### src/rtl/branch_fetch_redirect_if.sv
// Signal bundle tying the fetch redirect unit to the branch unit, instruction memory and decode.
// The master modport is the fetch unit's view; slave is the surrounding environment.
interface branch_fetch_redirect_if #(
    parameter int unsigned BUNDLE_BYTES = 16
);
    logic                      br_valid;
    logic                      br_taken;
    logic [31:0]               br_target;
    logic                      imem_req_valid;
    logic                      imem_req_ready;
    logic [31:0]               imem_req_addr;
    logic                      imem_rsp_valid;
    logic [8*BUNDLE_BYTES-1:0] imem_rsp_data;
    logic                      dec_valid;
    logic                      dec_ready;
    logic [31:0]               dec_pc;
    logic [8*BUNDLE_BYTES-1:0] dec_bundle;
    logic                      flush_out;
    logic                      misalign;

    modport master (
        input  br_valid, br_taken, br_target, imem_req_ready, imem_rsp_valid, imem_rsp_data, dec_ready,
        output imem_req_valid, imem_req_addr, dec_valid, dec_pc, dec_bundle, flush_out, misalign
    );

    modport slave (
        output br_valid, br_taken, br_target, imem_req_ready, imem_rsp_valid, imem_rsp_data, dec_ready,
        input  imem_req_valid, imem_req_addr, dec_valid, dec_pc, dec_bundle, flush_out, misalign
    );
endinterface

### src/rtl/branch_fetch_redirect.sv
// Fetch PC owner: issues in-order bundle fetches under a shared credit limit, redirects on
// taken branches, drops stale responses while draining, and buffers bundles for decode.
module branch_fetch_redirect #(
    parameter int unsigned BUNDLE_BYTES = 16,
    parameter logic [31:0] RESET_PC     = 32'h0000_0000,
    parameter int unsigned DEPTH        = 2
) (
    input logic                     clk,
    input logic                     rst,
    branch_fetch_redirect_if.master bus
);
    localparam int          DW          = 8 * BUNDLE_BYTES;
    localparam int          AW          = $clog2(DEPTH);
    localparam int          CW          = $clog2(DEPTH + 1);
    localparam int          SW          = CW + 1;
    localparam logic [31:0] STEP        = 32'(BUNDLE_BYTES);
    localparam logic [31:0] OFFSET_MASK = STEP - 32'd1;

    typedef enum logic {RUN, DRAIN} state_t;

    state_t        state;
    state_t        state_n;
    logic [31:0]   pc_q;
    logic [CW-1:0] outstanding;
    logic [CW-1:0] drop_cnt;
    logic [CW-1:0] fifo_count;
    logic [AW-1:0] pcq_wr;
    logic [AW-1:0] pcq_rd;
    logic [AW-1:0] fifo_wr;
    logic [AW-1:0] fifo_rd;
    logic [31:0]   pcq_mem   [DEPTH];
    logic [31:0]   fifo_pc   [DEPTH];
    logic [DW-1:0] fifo_data [DEPTH];
    logic          flush_q;
    logic          misalign_q;

    logic          redirect;
    logic          rsp;
    logic          credit_ok;
    logic          req_valid;
    logic          dec_valid;
    logic          req_fire;
    logic          keep;
    logic          pop;
    logic [SW-1:0] in_use;
    logic [CW-1:0] out_after_rsp;

    // Credits cover both in-flight requests and buffered bundles, stale ones included.
    always_comb begin
        redirect      = bus.br_valid & bus.br_taken;
        rsp           = bus.imem_rsp_valid;
        in_use        = SW'(outstanding) + SW'(fifo_count);
        credit_ok     = in_use < SW'(DEPTH);
        out_after_rsp = outstanding - CW'(rsp);
    end

    always_ff @(posedge clk) begin
        if (rst) begin
            state <= RUN;
        end else begin
            state <= state_n;
        end
    end

    always_comb begin
        state_n = state;
        if (redirect) begin
            state_n = (out_after_rsp != '0) ? DRAIN : RUN;
        end else if (state == DRAIN && rsp && drop_cnt == CW'(1)) begin
            state_n = RUN;
        end
    end

    always_comb begin
        req_valid          = !rst && !redirect && credit_ok;
        dec_valid          = !rst && (fifo_count != '0);
        req_fire           = req_valid && bus.imem_req_ready;
        keep               = rsp && (state == RUN) && !redirect;
        pop                = dec_valid && bus.dec_ready;
        bus.imem_req_valid = req_valid;
        bus.imem_req_addr  = pc_q;
        bus.dec_valid      = dec_valid;
        bus.dec_pc         = fifo_pc[fifo_rd];
        bus.dec_bundle     = fifo_data[fifo_rd];
        bus.flush_out      = !rst && flush_q;
        bus.misalign       = !rst && misalign_q;
    end

    // A redirect overrides the PC step and empties the decode buffer; the PC queue keeps
    // popping on every response so stale entries fall out in order.
    always_ff @(posedge clk) begin
        if (rst) begin
            pc_q        <= RESET_PC;
            outstanding <= '0;
            drop_cnt    <= '0;
            pcq_wr      <= '0;
            pcq_rd      <= '0;
            fifo_wr     <= '0;
            fifo_rd     <= '0;
            fifo_count  <= '0;
            flush_q     <= 1'b0;
            misalign_q  <= 1'b0;
        end else begin
            outstanding <= outstanding + CW'(req_fire) - CW'(rsp);
            flush_q     <= redirect;
            misalign_q  <= redirect && ((bus.br_target & OFFSET_MASK) != 32'd0);
            if (req_fire) begin
                pcq_wr <= pcq_wr + AW'(1);
            end
            if (rsp) begin
                pcq_rd <= pcq_rd + AW'(1);
            end
            if (redirect) begin
                pc_q       <= bus.br_target & ~OFFSET_MASK;
                drop_cnt   <= out_after_rsp;
                fifo_wr    <= '0;
                fifo_rd    <= '0;
                fifo_count <= '0;
            end else begin
                if (req_fire) begin
                    pc_q <= pc_q + STEP;
                end
                if (rsp && drop_cnt != '0) begin
                    drop_cnt <= drop_cnt - CW'(1);
                end
                if (keep) begin
                    fifo_wr <= fifo_wr + AW'(1);
                end
                if (pop) begin
                    fifo_rd <= fifo_rd + AW'(1);
                end
                fifo_count <= fifo_count + CW'(keep) - CW'(pop);
            end
        end
    end

    always_ff @(posedge clk) begin
        if (req_fire) begin
            pcq_mem[pcq_wr] <= pc_q;
        end
        if (keep) begin
            fifo_pc[fifo_wr]   <= pcq_mem[pcq_rd];
            fifo_data[fifo_wr] <= bus.imem_rsp_data;
        end
    end

    a_no_orphan_rsp: assert property (@(posedge clk) disable iff (rst)
        rsp |-> (outstanding != '0));
    a_pcq_no_overflow: assert property (@(posedge clk) disable iff (rst)
        (req_fire && !rsp) |-> (outstanding < CW'(DEPTH)));
    a_state_tracks_drop: assert property (@(posedge clk) disable iff (rst)
        (state == DRAIN) == (drop_cnt != '0));
endmodule
### src/flat_wrapper.sv
// flat-port wrapper written by rule: the top's interface ports become plain ports
module branch_fetch_redirect_flat 
#(
    parameter int unsigned BUNDLE_BYTES = 16,
    parameter logic [31:0] RESET_PC     = 32'h0000_0000,
    parameter int unsigned DEPTH        = 2
)
  (clk, rst, bus_br_valid, bus_br_taken, bus_br_target, bus_imem_req_ready, bus_imem_rsp_valid, bus_imem_rsp_data, bus_dec_ready, bus_imem_req_valid, bus_imem_req_addr, bus_dec_valid, bus_dec_pc, bus_dec_bundle, bus_flush_out, bus_misalign);
  branch_fetch_redirect_if #(.BUNDLE_BYTES(BUNDLE_BYTES)) bus_i ();
  input logic clk;
  input logic rst;
  input wire logic [$bits(bus_i.br_valid)-1:0] bus_br_valid;
  input wire logic [$bits(bus_i.br_taken)-1:0] bus_br_taken;
  input wire logic [$bits(bus_i.br_target)-1:0] bus_br_target;
  input wire logic [$bits(bus_i.imem_req_ready)-1:0] bus_imem_req_ready;
  input wire logic [$bits(bus_i.imem_rsp_valid)-1:0] bus_imem_rsp_valid;
  input wire logic [$bits(bus_i.imem_rsp_data)-1:0] bus_imem_rsp_data;
  input wire logic [$bits(bus_i.dec_ready)-1:0] bus_dec_ready;
  output wire logic [$bits(bus_i.imem_req_valid)-1:0] bus_imem_req_valid;
  output wire logic [$bits(bus_i.imem_req_addr)-1:0] bus_imem_req_addr;
  output wire logic [$bits(bus_i.dec_valid)-1:0] bus_dec_valid;
  output wire logic [$bits(bus_i.dec_pc)-1:0] bus_dec_pc;
  output wire logic [$bits(bus_i.dec_bundle)-1:0] bus_dec_bundle;
  output wire logic [$bits(bus_i.flush_out)-1:0] bus_flush_out;
  output wire logic [$bits(bus_i.misalign)-1:0] bus_misalign;
  assign bus_i.br_valid = bus_br_valid;
  assign bus_i.br_taken = bus_br_taken;
  assign bus_i.br_target = bus_br_target;
  assign bus_i.imem_req_ready = bus_imem_req_ready;
  assign bus_i.imem_rsp_valid = bus_imem_rsp_valid;
  assign bus_i.imem_rsp_data = bus_imem_rsp_data;
  assign bus_i.dec_ready = bus_dec_ready;
  assign bus_imem_req_valid = bus_i.imem_req_valid;
  assign bus_imem_req_addr = bus_i.imem_req_addr;
  assign bus_dec_valid = bus_i.dec_valid;
  assign bus_dec_pc = bus_i.dec_pc;
  assign bus_dec_bundle = bus_i.dec_bundle;
  assign bus_flush_out = bus_i.flush_out;
  assign bus_misalign = bus_i.misalign;
  branch_fetch_redirect #(.BUNDLE_BYTES(BUNDLE_BYTES), .RESET_PC(RESET_PC), .DEPTH(DEPTH)) u_core (.clk(clk), .rst(rst), .bus(bus_i));
endmodule
### config.mk
export PLATFORM = sky130hd
export DESIGN_NAME = branch_fetch_redirect_flat
export DESIGN_NICKNAME = d
export VERILOG_FILES = /design/src/rtl/branch_fetch_redirect_if.sv /design/src/rtl/branch_fetch_redirect.sv /design/src/flat_wrapper.sv
export SDC_FILE = /design/constraint.sdc
export NUM_CORES = 1
export LEC_CHECK = 0
export CORE_UTILIZATION = 40
export CTS_CLUSTER_DIAMETER = 200
export DETAILED_ROUTE_END_ITERATION = 8
export PLACE_DENSITY_LB_ADDON = 0.05
export SYNTH_ARGS = -nofsm -noshare
export SYNTH_HDL_FRONTEND = slang
export SYNTH_SLANG_ARGS = --single-unit
### constraint.sdc
create_clock -name clk -period 31.3 [get_ports clk]
set_input_delay 7.825 -clock clk [delete_from_list [all_inputs] [get_ports clk]]
set_output_delay 7.825 -clock clk [all_outputs]
set_load 0.005 [all_outputs]
### After elaboration in Yosys (flattened, before gate mapping)

Memories as Yosys holds them, arrays and structs flattened. A register that Yosys moved wholly into a read port is not among the register bits.
Index checks and enable logic that the tools add are counted.

* add/sub/neg operators: 12
* magnitude comparators: 1
* equality and inequality tests: 1
* muxes and demuxes: 17
* bitwise operators: 2
* reduce and logical (&&, ||, !) cells: 23

Operators with widths (number)
* 2-to-1 mux 32 bit: 2
* adder 32 x 5 -> 32 bit (second input constant): 1
* nonzero test 32 bit: 1
* logical AND 1 bit: 13
* 2-to-1 mux 1 bit: 13
* nonzero test 2 bit: 6
* subtractor 2 x 1 -> 2 bit: 3
* adder 1 bit (second input constant): 4
* adder 2 x 1 -> 2 bit: 2
* 2-to-1 mux 2 bit: 2
* adder 2 x 2 -> 3 bit: 1
* < comparator 3 x 2 -> 1 bit (second input constant): 1
* == test 2 x 1 -> 1 bit (second input constant): 1
* logical NOT 1 bit: 2
* OR reduction 2 bit: 1
* subtractor 2 x 1 -> 2 bit (second input constant): 1
* AND 1 bit: 1
* NOT 1 bit: 1

* bits in registers: 45
* memory bits (writable): 384
* input bits: 167
* output and inout bits: 196
* word-level logic and storage cells: 71
* memories kept: 3

Memories
* u_core.fifo_data: depth 2, bits a word 128, rd ports 1, clocked after memory_dff 1, write ports 1, line branch_fetch_redirect.sv:33 `logic [DW-1:0] fifo_data [DEPTH];`
* u_core.fifo_pc: depth 2, bits a word 32, rd ports 1, clocked after memory_dff 1, write ports 1, line branch_fetch_redirect.sv:32 `logic [31:0] fifo_pc [DEPTH];`
* u_core.pcq_mem: depth 2, bits a word 32, rd ports 1, clocked after memory_dff 1, write ports 1, line branch_fetch_redirect.sv:31 `logic [31:0] pcq_mem [DEPTH];`

### Depth between registers and ports, before layout

Gate-level depths: netlist (run 1).

* depth in word-level cells: 7
* mapped depth: 8
* depth with buffers taken out: 7

### Least setup slack after synthesis (run 1)

Ideal clock, no wire load.

* path type: input -> output
* start point: in rst
* end point: out bus_flush_out
* data arrival time: 8.406 ns
* required time: 23.475 ns
* setup slack: 15.069 ns
* stages on the path: 3
* buffers on the path: 2
* cells stage by stage: clkbuf_1 clkbuf_1 nor2b_1

* word-level cells in the longest chain between the ends: 2

Ends and longest elaborated chain
* start: declaration: line flat_wrapper.sv:11 `input logic rst;`
* logical NOT 1 bit: line branch_fetch_redirect.sv:85 `bus.flush_out = !rst && flush_q;`
* logical AND 1 bit: line branch_fetch_redirect.sv:85
* end: declaration: line flat_wrapper.sv:24 `output wire logic [$bits(bus_i.flush_out)-1:0] bus_flush_out;`

No other way between the ends.

### Worst setup path in the final report (run 1)

* start point: in rst
* end point: out bus_imem_req_valid

* word-level cells in the longest chain between the ends: 3

Ends and longest elaborated chain
* logical NOT 1 bit: line branch_fetch_redirect.sv:75 `req_valid = !rst && !redirect && credit_ok;`
* logical AND 1 bit (2 in series): line branch_fetch_redirect.sv:75
* end: declaration: line flat_wrapper.sv:19 `output wire logic [$bits(bus_i.imem_req_valid)-1:0] bus_imem_req_valid;`

No other way between the ends.

==> impl.org, run 1 <==
** Placed design
- Quantity of I/O buffers inserted on ports :: 354
- Half-perimeter wire length of the detailed placement result :: 22600 um
- Placed Cells :: roughly 1700
- The congestion estimate from routability-driven global placement came to slightly below 0.8.

** Routing
- The first detailed-routing pass ran for 6 iterations.
- Using the TritonRoute via totals, the vias-per-cell ratio works out to 4.88.
- In the routed design, unresolved DRC markers number 0.
- Wirelength per Cell :: 19.5 um
- Once detail routing completed, the nets flagged for antenna violations numbered 0.
- Starting DRC count in detailed routing :: 430
- The detailed router placed around 8700 vias in this run.
- Final wirelength :: 34800 um

** Outcome
- Result of the run :: completed

** GRT
- Wire length of the first global-routing pass :: 50700 um
- Entering global routing, the biggest net connects 76 pins.
- Leftover overflow at the end of global routing :: 0
- The number of antenna violations at the first check in global routing is 2.
- For this run, the total global-route usage over all layers was measured as 0.169.
- Vias in the first global route :: 8580

** Timing
- Of the available clock period, the critical path in the final layout requires 0.554.
- Relative slew slack :: 0.277
- The final hold violation count is 0.
- Maximum clock skew at final layout :: ~0.017 ns
- Setup violations remaining at the end of the flow were counted as 0.
- The final number of max-transition violations is 0.
- The clock period could shrink to around 17 ns.
- Actual slew at the worst max-slew pin :: 1.08 ns
- Highest clock rate :: just under 0.06 GHz
- RSZ-0062 raised after global routing :: false
- Setup TNS :: 0 ns

** Layout
- Final std cells w/o fill :: ~1800
- Ratio of cells with drive above 1 in the final layout :: 0.201
- Number of inserted filler cells in the final layout :: 3164
- After the last flow step, the layout net total stands at 1415.
- The area growth from synthesis to layout is 34.9%.

** Synth
- By area the synthesized netlist is led by sky130_fd_sc_hd__edfxtp_1 71%, sky130_fd_sc_hd__mux2_2 13%, sky130_fd_sc_hd__dfxtp_1 5.5%, sky130_fd_sc_hd__nor2_1 1.1%, sky130_fd_sc_hd__a311oi_1 0.79%.
- Yosys printed 0 warnings.
- After synthesis, the mean cell area works out to ~18 sq um.
- Sequential element share of the synthesized area :: 0.763
- Of the post-synthesis cell area, the dominant cell type holds 0.708.
- Cell with the most instances after synthesis :: sky130_fd_sc_hd__edfxtp_1
- After synthesis the cells add up to 15600 sq um.
- Leading post-synthesis cells by instance count :: 368 x sky130_fd_sc_hd__edfxtp_1, 184 x sky130_fd_sc_hd__mux2_2, 45 x sky130_fd_sc_hd__nor2_1
- Synthesis produced about 870 cells.
- Number of flops mapped to enable cells by yosys :: between 300 and 400
- Share of synthesized flip-flops with an asynchronous set or reset :: 0
- Synthesis inferred 411 register bits.
- Summed over all instances, the cell type with the most area after synthesis is sky130_fd_sc_hd__edfxtp_1.
- Yosys mapped the design onto 42 distinct sky130hd cell types.
- For this run, the leading register cell type out of synthesis is sky130_fd_sc_hd__edfxtp_1.

** Critical path
- The cell that appears most often on the critical path is sky130_fd_sc_hd__clkdlybuf4s50_1.
- CP max stage delay :: 0.54 ns
- The kind of cell with the highest combined delay along the critical path is buffers and inverters.
- The slowest stage of the critical path belongs to the cell sky130_fd_sc_hd__clkdlybuf4s50_1.
- Count of buffering cells on the critical path with inverters included :: 3
- Critical path depth in cells :: 5
- Data arrival time of the worst path :: 9.52 ns
- For the worst setup path, the data required time is 23.48 ns.
- The worst setup path is captured at an output port.
- Worst Path Class, Setup :: input pin to output port
- STA classifies the critical path startpoint as an input pin.
- Path depth of the worst reg2reg path :: 7
- Along the worst path, the maximum fanout reaches 45.
- List of cells traversed by the critical path :: clkdlybuf4s50_1 > buf_4 > a21o_1 > nor3_1 > clkdlybuf4s50_1

** Floorplanning
- Pin placement for this block handled 363 I/O pins.
- Die area :: ~40000 sq um
- The die is 200 um wide.
- The floorplan has ~70 rows.
- Core Region :: 38000 sq um
- For this configuration, the core starts out at a cell density of 0.410.
- The die is 200 um tall.

** Clock tree
- Count of buffers added by post-CTS timing repair for setup :: 0
- The clock passes through at most 3 buffers.
- The cell sitting at the root of the clock tree is a sky130_fd_sc_hd__clkbuf_16.
- Clock-pin slew was measured on the worst setup and hold paths at 0.05 ns.
- The H-tree was split into 2 levels.
- Counting every sink on the clock net gives 411.
- Clk_lat worst skew :: 0.53 ns
- Post_cts resized :: 0
- Buffers inserted to repair hold after CTS numbered 0.
- TritonCTS built the clock tree.
- Number of clock buffers inserted by TritonCTS :: 44

** Power
- Peak supply drop :: approximately 0.036 mV
- Dividing total power by cell area gives a power density of 60.1 nW/um^2.
- Pleak :: about 6.9 nW

** Hold path
- Hold/Removal Path Class :: register to register
- Cell count of the worst hold path :: 2

** Run
- Across the run, the number of max-cap violations was 0.
==> metal layers <==
metal,routed length (um),vias up,global-route usage
met1,14700,4250,0.220
met5,10,-,0
met4,689,2,0.0495
li1,-,4121,-
met2,16400,286,0.270
met3,2950,46,0.0530
==> cells by family after synthesis <==
logic type	Yosys count	synth area share
other cells	1	0.000240
xor+xnor	18	0.0101
fa+ha+maj	7	0.00609
compound gates	50	0.0241
buf+inv	53	0.0149
simple gates	142	0.0486
mux	184	0.133
flops	411	0.763
==> power breakdown <==
group / switching [mW] / leakage [nW] / internal, mW
logic: 0.0569 / 2.52 / 0.0798
clock network: 0.194 / 0.648 / 0.288
registers: 0.0126 / 3.76 / 0.634
==> state kept, by name, indices dropped and copies added (netlist names), 2 cells and up, named ones only <==
register / count
u_core.drop_cnt: 2
u_core.fifo_pc: 56
u_core.fifo_count: 2
u_core.bus.imem_req_addr: 28
u_core.outstanding: 2
u_core.pcq_mem: 56
u_core.fifo_data: 256
==> tightest hold or removal path: cells and delay by family (launching register included) <==
family                    cells  cell delay, ns
xor gates and xnor gates      1            0.08
and+or+nand+nor               1            0.07
DFF                           1            0.32
==> stage by stage <==
step	hold slack [ns]	util	setup slack, ns	total power, mW	cell area, sq um
floorplan	0.480	-	15.07	0.716	15600
global placement	0.494	0.519	13.97	0.795	19700
detailed placement	0.498	0.519	13.96	0.797	19700
CTS	0.517	0.554	13.95	1.28	21100
global route	0.537	0.554	13.83	1.31	21100
finish	0.510	0.554	13.95	1.26	21100
==> worst paths after layout <==
| path | start | end | slack (ns) |
|---|---|---|---|
| max reg2reg | u_core.outstanding[0]$_SDFF_PP0_ | u_core.pcq_mem[0][14]$_DFFE_PP_ | 28.02 |
| min | u_core.pcq_rd$_SDFFE_PP0P_ | u_core.pcq_rd$_SDFFE_PP0P_ | 0.51 |
| min reg2reg | u_core.pcq_rd$_SDFFE_PP0P_ | u_core.pcq_rd$_SDFFE_PP0P_ | 0.51 |
| max | rst | bus_imem_req_valid | 13.95 |
==> area by class of cell <==
type | instances | area [sq um] | share of cell area
flip-flops and latches | 411 | 11900 | 0.566
repair buffers | 365 | 3630 | 0.172
multi-input cells | 409 | 3500 | 0.166
clock buffers | 57 | 1180 | 0.0561
well taps | 511 | 639 | 0.0304
clock inverters | 18 | 150 | 0.00713
inverters | 10 | 37.5 | 0.00178
diodes | 1 | 2.50 | 0.000119
==> layout by cell type (no fill, tap or decap), types with 6 or more instances in the layout <==
master                            count
sky130_fd_sc_hd__clkbuf_16           45
sky130_fd_sc_hd__nand2_1             20
sky130_fd_sc_hd__dfxtp_1             42
sky130_fd_sc_hd__clkbuf_1            11
sky130_fd_sc_hd__or3_1               10
sky130_fd_sc_hd__nand3_1              9
sky130_fd_sc_hd__conb_1               8
sky130_fd_sc_hd__clkinv_1            12
sky130_fd_sc_hd__buf_4               11
sky130_fd_sc_hd__o31ai_1              7
sky130_fd_sc_hd__inv_1               10
sky130_fd_sc_hd__a211oi_1            11
sky130_fd_sc_hd__edfxtp_1           368
sky130_fd_sc_hd__nor4_1               7
sky130_fd_sc_hd__mux2_2             184
sky130_fd_sc_hd__nor2_1              43
sky130_fd_sc_hd__o21ai_0              7
sky130_fd_sc_hd__nand4_1             10
sky130_fd_sc_hd__xnor2_1             12
sky130_fd_sc_hd__clkdlybuf4s50_1    354
sky130_fd_sc_hd__a311oi_1            14
sky130_fd_sc_hd__or4_1               13
sky130_fd_sc_hd__ha_1                 6
sky130_fd_sc_hd__xor2_1               6
No activity file was read; power rests on OpenSTA's default activity.
==> run 2: changes to the inputs <==
clock period = 15.12 ns   (was 31.3 ns; I/O delays follow)
==> run 2 against run 1 <==
Effect of this change:
- die area is the same
- non-clock buffer count shrank 1
- power grew 110%
- sequential power grew 110%
- flip-flop and latch count is the same
- setup slack lost 8.1 ns
- hold slack gained 0.011 ns
- final cell count grew 0.34%
- clock-buffer cell count grew 4
- sequential share of layout area shrank 0.14 points
- critical path type unchanged
==> impl.org, run 2 (same netlist as run 1, synthesis figures left out) <==
** Clock tree
- Longest Clk Path Bufs :: 3
- Root buffer selected by CTS :: sky130_fd_sc_hd__clkbuf_16
- The number of hold buffers added after CTS was 0.
- H-tree levels :: 2
- TritonCTS built the clock tree.
- At the later pin of the worst-skew pair, clock insertion delay measures approximately 0.55 ns.
- Post_cts resized :: 0
- After clock tree synthesis, the clock-pin slew on the worst setup and hold paths is roughly 0.06 ns.
- Num Clock Sinks :: 411
- Count of buffers added by post-CTS timing repair for setup :: 0
- Number of clock buffers inserted by TritonCTS :: 44

** Routing
- Average via count per standard cell :: 4.91
- Detailed routing inserted a total of 8787 vias.
- First drt pass iteration count :: 4
- The detailed router finished its first iteration with 426 violations.
- Once detail routing completed, the nets flagged for antenna violations numbered 0.
- After detailed routing, the number of remaining DRC violations is 0.
- Dividing the detail-routed wire length by the instance count gives between 15 and 20 um.
- Final wirelength :: 34900 um

** Critical path
- Flop2flop setup slack :: 12.12 ns
- For the worst setup path, the data arrival time is 5.45 ns.
- Critical path required time :: roughly 11 ns
- Along the worst path, the maximum fanout reaches 45.
- STA classifies the critical path startpoint as an input pin.
- Worst Path Class, Setup :: input pin to output port
- STA classifies the critical path endpoint as an output port.

** Layout
- Most common library cell in the layout ignoring fill and taps :: sky130_fd_sc_hd__edfxtp_1
- For this run, the post-layout net count is 1414.
- Leading cell types in the layout, fill and taps excluded :: 368 x sky130_fd_sc_hd__edfxtp_1, 354 x sky130_fd_sc_hd__clkdlybuf4s50_1, 184 x sky130_fd_sc_hd__mux2_2, 45 x sky130_fd_sc_hd__clkbuf_16, 43 x sky130_fd_sc_hd__nor2_1
- Number of flip-flops under the largest register name :: 256
- From synthesis to final layout, the design area changed by 35.3%.
- The finished cells cover 21100 sq um.
- Counting flops per register, the top entry is u_core.fifo_data.
- Biggest regs :: u_core.fifo_data (256), u_core.fifo_pc (56), u_core.pcq_mem (56)
- Final std cells w/o fill :: 1788
- In the final layout, the share of cells above drive strength 1 is 0.204.
- For this run, the share of the core covered by cells in the final layout is 0.555.

** Power
- The analysis attributes to net switching a power of 555 uW.
- Peak supply drop :: between 0.07 and 0.08 mV
- Fraction of power consumed by sequential logic :: 0.506
- Pleak :: 6.95 nW
- Switching part of the total power :: 0.210
- Power spread over the standard cell area amounts to 125 nW/um^2.
- Part of the total power dissipated in combinational logic :: 0.107
- The internal portion of the total power is 2.09 mW.
- Overall power consumption after layout is estimated at between 2 and 3 mW.
- Fraction of power consumed by the clock network :: 0.387

** Floorplanning
- Core Region :: about 38000 sq um
- In this run the vertical extent of the chip is 200 um.
- Initial core utilization :: 0.410
- From left edge to right edge, the die measures 200 um.
- Die area :: approximately 40000 sq um
- Core Rows :: 71
- Pin placement for this block handled around 360 I/O pins.

** Placed design
- Placed Cells :: approximately 1700
- Setup Slack @ Placement :: 5.90 ns
- Quantity of I/O buffers inserted on ports :: 354
- Half-perimeter wire length of the detailed placement result :: 22600 um
- The congestion estimate from routability-driven global placement came to 0.786.
- After detailed placement, the total cell area comes to 19700 sq um.

** GRT
- The layer flagged by global routing as most heavily used is met2.
- Global Route met3 Usage :: 0.0537
- GR Util met1 :: 0.221
- For met2 alone, demand over resource in global routing was 0.273.
- After global routing the overflow that remains totals 0.
- Pin count of the biggest net entering global routing :: 157
- Across every metal layer, demand over resource in global routing totals 0.171.
- Vias in the first global route :: 8661
- Number of antenna violations at the first check in global routing :: 6
- The first global-routing pass estimated 50800 um of wire.

** Timing
- Number of setup violations in the final report :: 0
- Actual slew at the worst max-slew pin :: 0.970 ns
- Hold timing on the final database bottoms out at a slack of 0.521 ns.
- The final number of max-transition violations is 0.
- Highest clock rate :: between 0.1 and 0.15 GHz
- Post-layout minimum cycle time :: 9.23 ns
- RSZ-0062 raised after global routing :: false
- Setup WS post-layout :: between 5 and 6 ns
- Share of the clock period used by the worst path :: 0.611
- Maximum clock skew at final layout :: 0.0178 ns
- Setup TNS :: 0 ns
- Headroom to the max-slew limit came out at 0.353.
- Count of endpoints failing hold in the final timing report :: 0

** Outcome
- Result of the run :: completed

** Run
- The tool flagged a number of max-cap violations equal to 0.

** Hold path
- Hold/Removal Path Class :: register to register
run 2: changes by cell type in the layout (fill, tap and decap cells not counted):
| cell | change |
|---|---|
| sky130_fd_sc_hd__buf_12 | +1 |
| sky130_fd_sc_hd__buf_4 | -2 |
| sky130_fd_sc_hd__clkbuf_1 | +2 |
| sky130_fd_sc_hd__clkbuf_8 | +2 |
| sky130_fd_sc_hd__clkinv_1 | -3 |
| sky130_fd_sc_hd__clkinv_2 | +4 |
| sky130_fd_sc_hd__diode_2 | +2 |
run 2: final timing paths:
check / from / to / depth (start not counted)
worst max-delay path: rst / bus_imem_req_valid / 5
worst min register to register: u_core.fifo_rd$_SDFFE_PP0P_ / u_core.fifo_rd$_SDFFE_PP0P_ / 2
worst max register to register: u_core.fifo_count[0]$_SDFF_PP0_ / u_core.bus.imem_req_addr[27]$_SDFFE_PP0P_ / 7
worst min-delay path: u_core.fifo_rd$_SDFFE_PP0P_ / u_core.fifo_rd$_SDFFE_PP0P_ / 2
run 2: power groups by stage:
stage               logic (mW)  registers, mW  clock network [mW]
finish                   0.283           1.34                1.02
detailed placement       0.287           1.36                   0
CTS                      0.289           1.34                1.05
global placement         0.286           1.36                   0
global route             0.306           1.34                1.09
floorplan                0.118           1.36                   0
run 2: metal layers:
metal  wire, um  vias to the layer above  part of all wire
li1           -                     4127                 -
met5         66                        -            0.0019
met4        761                       10             0.022
met3       2880                       60             0.082
met2      16500                      264              0.47
met1      14700                     4326              0.42
run 2: critical path, stage by stage:
cell	delay, ns
sky130_fd_sc_hd__clkdlybuf4s50_1	0.45
sky130_fd_sc_hd__buf_4	0.43
sky130_fd_sc_hd__a21o_1	0.26
sky130_fd_sc_hd__nor3_1	0.07
sky130_fd_sc_hd__clkdlybuf4s50_1	0.46
run 2: final cells by class:
cell class                      count  area, sq um
Timing Repair Buffer              364         3630
Antenna cell                        3         7.51
Inverter                           10         37.5
Clock inverter                     19          159
Multi-Input combinational cell    409         3500
Fill cell                        3149        16900
Clock buffer                       61         1220
Sequential cell                   411        11900
Tap cell                          511          639
